$ cat src/rtl/imm_gen_pipe.sv
// imm_gen_pipe
// Pipelined RV32I immediate generator for the decode stage. Each accepted
// instruction is decoded combinationally and written into a 2-entry FIFO.
// The FIFO head drives the outputs. Unsupported opcodes are flagged, and they
// are counted by a saturating debug counter.
//
// Parameters:
//   XLEN  - immediate width (32 or 64)
//   CNT_W - width of the illegal-opcode counter
// Ports:
//   clk, rst            - clock, asynchronous active-high reset
//   inst_valid/ready    - upstream handshake (ready = occupancy < 2)
//   inst[31:0]          - raw instruction word
//   imm_valid/ready     - downstream handshake (valid = occupancy > 0)
//   imm[XLEN-1:0]       - head immediate
//   imm_fmt[2:0]        - head format: 0 R, 1 I, 2 S, 3 B, 4 U, 5 J, 6 shamt, 7 illegal
//   imm_illegal         - head format is illegal
//   illegal_cnt         - saturating count of accepted illegal instructions
module imm_gen_pipe #(
  parameter int XLEN  = 32,
  parameter int CNT_W = 8
) (
  input  logic             clk,
  input  logic             rst,
  input  logic             inst_valid,
  output logic             inst_ready,
  input  logic [31:0]      inst,
  output logic             imm_valid,
  input  logic             imm_ready,
  output logic [XLEN-1:0]  imm,
  output logic [2:0]       imm_fmt,
  output logic             imm_illegal,
  output logic [CNT_W-1:0] illegal_cnt
);

  localparam logic [2:0] FMT_R   = 3'd0;
  localparam logic [2:0] FMT_I   = 3'd1;
  localparam logic [2:0] FMT_S   = 3'd2;
  localparam logic [2:0] FMT_B   = 3'd3;
  localparam logic [2:0] FMT_U   = 3'd4;
  localparam logic [2:0] FMT_J   = 3'd5;
  localparam logic [2:0] FMT_SH  = 3'd6;
  localparam logic [2:0] FMT_ILL = 3'd7;

  // ---------------- decode ----------------
  logic [31:0]     val32;
  logic [2:0]      fmt_dec;
  logic [XLEN-1:0] imm_dec;

  always_comb begin
    val32   = '0;
    fmt_dec = FMT_ILL;
    case (inst[6:0])
      7'b0000011, 7'b1100111: begin
        fmt_dec = FMT_I;
        val32   = {{20{inst[31]}}, inst[31:20]};
      end
      7'b0010011: begin
        if (inst[14:12] == 3'b001 || inst[14:12] == 3'b101) begin
          fmt_dec = FMT_SH;
          // RV64 shift amounts use one more bit of the instruction.
          if (XLEN == 64) val32 = {26'd0, inst[25:20]};
          else            val32 = {27'd0, inst[24:20]};
        end else begin
          fmt_dec = FMT_I;
          val32   = {{20{inst[31]}}, inst[31:20]};
        end
      end
      7'b0100011: begin
        fmt_dec = FMT_S;
        val32   = {{20{inst[31]}}, inst[31:25], inst[11:7]};
      end
      7'b1100011: begin
        fmt_dec = FMT_B;
        val32   = {{19{inst[31]}}, inst[31], inst[7], inst[30:25], inst[11:8], 1'b0};
      end
      7'b0110111, 7'b0010111: begin
        fmt_dec = FMT_U;
        val32   = {inst[31:12], 12'd0};
      end
      7'b1101111: begin
        fmt_dec = FMT_J;
        val32   = {{11{inst[31]}}, inst[31], inst[19:12], inst[20], inst[30:21], 1'b0};
      end
      7'b0110011: begin
        fmt_dec = FMT_R;
      end
      default: begin
        fmt_dec = FMT_ILL;
      end
    endcase
  end

  // Every 32-bit value above is already correctly signed or zero-extended.
  // Zero-extended values always have bit 31 clear, so the same extension
  // works for all formats. The replication count is never zero.
  assign imm_dec = {{(XLEN-31){val32[31]}}, val32[30:0]};

  // ---------------- buffer control ----------------
  logic       wr_ptr_reg, wr_ptr_next;
  logic       rd_ptr_reg, rd_ptr_next;
  logic [1:0] occ_reg, occ_next;
  logic [CNT_W-1:0] cnt_reg, cnt_next;
  logic       push, pop;

  // inst_ready is a function of registered occupancy only. When the buffer is
  // full, a pop in the same cycle does not let a new instruction in.
  assign inst_ready = (occ_reg != 2'd2);
  assign imm_valid  = (occ_reg != 2'd0);
  assign push       = inst_valid && inst_ready;
  assign pop        = imm_valid && imm_ready;

  always_comb begin
    wr_ptr_next = wr_ptr_reg;
    rd_ptr_next = rd_ptr_reg;
    occ_next    = occ_reg;
    cnt_next    = cnt_reg;
    if (push) wr_ptr_next = ~wr_ptr_reg;
    if (pop)  rd_ptr_next = ~rd_ptr_reg;
    case ({push, pop})
      2'b10:   occ_next = occ_reg + 2'd1;
      2'b01:   occ_next = occ_reg - 2'd1;
      default: occ_next = occ_reg;
    endcase
    if (push && fmt_dec == FMT_ILL && cnt_reg != {CNT_W{1'b1}})
      cnt_next = cnt_reg + 1'b1;
  end

  always_ff @(posedge clk or posedge rst) begin
    if (rst) begin
      wr_ptr_reg <= 1'b0;
      rd_ptr_reg <= 1'b0;
      occ_reg    <= 2'd0;
      cnt_reg    <= '0;
    end else begin
      wr_ptr_reg <= wr_ptr_next;
      rd_ptr_reg <= rd_ptr_next;
      occ_reg    <= occ_next;
      cnt_reg    <= cnt_next;
    end
  end

  // ---------------- storage ----------------
  // The entries are cleared on reset. Because of this, the head outputs read 0
  // right after reset.
  logic [XLEN-1:0] entry_imm [2];
  logic [2:0]      entry_fmt [2];

  genvar gi;
  generate
    for (gi = 0; gi < 2; gi++) begin : g_entry
      logic [XLEN-1:0] imm_reg;
      logic [2:0]      fmt_reg;

      always_ff @(posedge clk or posedge rst) begin
        if (rst) begin
          imm_reg <= '0;
          fmt_reg <= FMT_R;
        end else if (push && wr_ptr_reg == 1'(gi)) begin
          imm_reg <= imm_dec;
          fmt_reg <= fmt_dec;
        end
      end

      assign entry_imm[gi] = imm_reg;
      assign entry_fmt[gi] = fmt_reg;
    end
  endgenerate

  assign imm         = entry_imm[rd_ptr_reg];
  assign imm_fmt     = entry_fmt[rd_ptr_reg];
  assign imm_illegal = (imm_fmt == FMT_ILL);
  assign illegal_cnt = cnt_reg;

endmodule

$ cat config.mk
export PLATFORM = sky130hd
export DESIGN_NAME = imm_gen_pipe
export DESIGN_NICKNAME = d
export VERILOG_FILES = /design/src/rtl/imm_gen_pipe.sv
export SDC_FILE = /design/constraint.sdc
export NUM_CORES = 1
export LEC_CHECK = 0
export BUFFER_PORTS_ARGS = -buffer_cell sky130_fd_sc_hd__buf_4
export CELL_PAD_IN_SITES_DETAIL_PLACEMENT = 0
export CELL_PAD_IN_SITES_GLOBAL_PLACEMENT = 1
export CORE_ASPECT_RATIO = 1.5
export CORE_MARGIN = 2
export CORE_UTILIZATION = 25
export CTS_BUF_LIST = sky130_fd_sc_hd__clkbuf_8
export CTS_CLUSTER_DIAMETER = 80
export DETAILED_ROUTE_END_ITERATION = 16
export GPL_ROUTABILITY_DRIVEN = 0
export GPL_TIMING_DRIVEN = 0
export HOLD_SLACK_MARGIN = 0.15
export PLACE_DENSITY_LB_ADDON = 0.1
export SYNTH_ARGS = -nofsm -noshare
export SYNTH_HDL_FRONTEND = slang
export SYNTH_SLANG_ARGS = --single-unit
$ cat constraint.sdc
create_clock -name clk -period 3.1 [get_ports clk]
set_input_delay 0.31 -clock clk [delete_from_list [all_inputs] [get_ports clk]]
set_output_delay 0.31 -clock clk [all_outputs]
set_load 0.005 [all_outputs]
==> results.toml <==
[clock_tree]
path_clk_slew_ns = 0.08
cts_buffer_depth = 2
cts_tree = "yes"
htreeDepth = 3
clkSinkCount = 82
clockRootBuffer = "clkbuf_8"
cts_buffers = 9
post_cts_resized = 0
cts_setup_buffers = 0
clk_latency_ns = 0.36

[placed_design]
post-place-ws_ns = 0.737
place_area_um2 = 4840
place.port_buffers = 80
dpl.hpwl_mm = 8.75

[yosys]
ys_seq_area_share_pct = 51.9
ys_ff_latch = 82
synthMuxAreaShare_pct = 12.3
syn_avg_cell_area_um2 = 9.85
synth-simple-area-share_pct = 16.7
synth_top_family_by_area = "simple AND/OR/NAND/NOR gates"
synth-edff-count = 0
synthFlopType = "dfrtp_1"
netlist_area_um2 = 3950
yosys_warnings = 0
synth-adder-area-share_pct = 0.633
synth_cell_types = 45
synth_nets = 439
async_flop_share_pct = 100
synth_xor_area_share_pct = 1.99
syn_inst = 401
synth_compound_area_share_pct = 13.8

[timing]
post-route-period-util_pct = 84.4
period_minus_slack_ns = 2.61
relSlewSlack_pct = 52.4
fin_skew_ns = 0.00959
worst_slack_ns = 0.485
setup_viol = 0
tightest_slew_ns = 0.714
rsz0062_at_grt = "no"
finalHoldViolCount = 0
slew_viol_final = 0
max_freq_ghz = 0.382
holdWs_ns = 0.241

[outcome]
status = "completed"

[pwr]
p_leak_nw = 2.24
p_per_area_nw_per_um2 = 881
peakVddDrop_mv = 0.327
power.total_mw = 4.47

[detailed_routing]
vias_per_cell = 4.67
drc = 0
dr_total_vias = 3281
routed_wl_mm = 12.1
avgRoutedWirePerCell_um = 17.3
dr.first_iter.drc_count = 129
drt_pass1_iterations = 4
drtAntennaViolNets = 0

[critical_path]
reg2reg_depth = 6
worstPathRequired_ns = 2.79
worst-r2r-setup-slack_ns = 0.87
r2r_start = "occ_reg[0]"
crit_path_end = "imm[21]"
critPathLaunchType = "flip-flop"
crit_path_end_kind = "output port"
rr_endpoint = "g_entry[0].imm_reg[0]"
path_class = "reg2out"
cp_max_fo = 10
worstSetupStartpoint = "rd_ptr_reg"
crit_arrival_ns = 2.30

[job]
drv_cap = 0

[floorplan]
die_area_um2 = 16800
die_w_um = 107
initial_core_util_pct = 25.4
core_area_um2 = 15600
num_rows = 56
die_h_um = 158
ioPinCount = 82

[worst_hold_path]
min_delay_path_depth = 3
hp-class = "in2reg"

[cells_and_area]
nets = 532
area_growth_pct = 28.4
final_area_um2 = 5070
drive_above_1_share_pct = 30.7
antennaDiodeCount = 0
fill_cells = 1687
largest_reg_flops = 64

[global_route]
grt_pass1_vias = 3370
grt_pass1_wl_mm = 19.1
overflow = 0
antenna_found_initial = 0
grt_max_degree = 66
grt.total_usage_pct = 14.9
[worst min path at each step]
stage	slack (ns)	startpoint	endpoint
floorplan	0.44	g_entry[1].fmt_reg[0]	g_entry[1].fmt_reg[0]
global placement	0.46	g_entry[0].imm_reg[7]	g_entry[0].imm_reg[7]
detailed placement	0.28	rst	g_entry[1].imm_reg[4]
CTS	0.22	inst[27]	g_entry[1].imm_reg[27]
global route	0.23	inst[28]	g_entry[1].imm_reg[8]
finish	0.24	inst[27]	g_entry[1].imm_reg[27]
[cell usage in the layout (no fill, tap or decap), types with 3 or more instances in the layout]
cell type,count
dfrtp_1,82
buf_4,81
nand2_1,55
a21oi_1,49
nor2_1,48
mux2_2,41
o21ai_0,28
clkbuf_1,19
clkbuf_8,11
nand3_1,10
xnor2_1,7
and3_1,5
a22oi_1,5
nor3_1,4
or2_2,4
nand4_1,4
nor2b_1,3
[where the power goes]
part	switching, mW	internal [mW]	total, mW	leakage [nW]
sequential	0.226	1.46	1.68	1.03
combinational	0.929	0.958	1.89	1.10
clock	0.403	0.496	0.898	0.121
total	1.56	2.91	4.47	2.24
[cells in the mapped netlist (all sizes together), types with 2 or more instances]
cell / count / area, um2
mux2: 42 / 477
a31oi: 2 / 12.5
a22oi: 6 / 50.1
xor2: 2 / 17.5
nand4: 4 / 25.0
nor4: 2 / 12.5
buf: 4 / 28.8
o21ai: 28 / 140
nor2: 48 / 180
nand2b: 2 / 12.5
nand2: 56 / 213
ha: 2 / 25.0
nor2b: 3 / 18.8
nand3: 10 / 50.1
nor3: 4 / 20.0
or2: 4 / 25.0
xnor2: 7 / 61.3
clkbuf: 19 / 71.3
dfrtp: 82 / 2050
and3: 6 / 38.8
a21oi: 49 / 245
and2: 2 / 12.5
[logic make-up (layout without fill, tap and decap cells)]
kind of cell    Yosys count  after routing
simple gates            147            147
xor+xnor                  9              9
compound gates           94             94
buf+inv                  24            122
fa+ha+maj                 2              2
flops                    82             82
mux                      43             43
[worst max-delay path, cell delays in order, from the launching register on]
cell and delay, ns:
dfrtp_1 0.32, clkbuf_1 0.45, clkbuf_1 0.61, mux2_2 0.43, buf_4 0.14
[what timing repair did]
action,in CTS,in global routing
endpoints found under the hold margin,17,0
hold buffers,1,0
setup endpoints to repair,0,0
[stage by stage]
stage | utilization [%] | cells | setup TNS (ns)
final | 32.6 | 702 | 0
after global routing | 32.6 | 702 | 0
after CTS | 32.6 | 702 | 0
after detailed placement | 31.1 | 685 | 0
after global placement | 30.9 | 684 | -43.88
after floorplan | - | 401 | 0
[layer usage]
metal  up-vias  GRT usage [%]  wire length [um]
met4         0           5.38               234
met3        12           3.13               447
met5         -              0                 0
li1       1584              -                 -
met1      1610           18.8              5420
met2        75           25.2              6040
[layout make-up]
class                           instances  area, um2  area share (%)
Buffer                                 23        100            1.97
Clock buffer                           11        151            2.98
Clock inverter                          5       77.6            1.53
Inverter                                1       6.26           0.123
Multi-Input combinational cell        295       1800            35.4
Sequential cell                        82       2050            40.4
Tap cell                              203        254            5.00
Timing Repair Buffer                   82        638            12.6
Power figures use the tool's default switching activity.
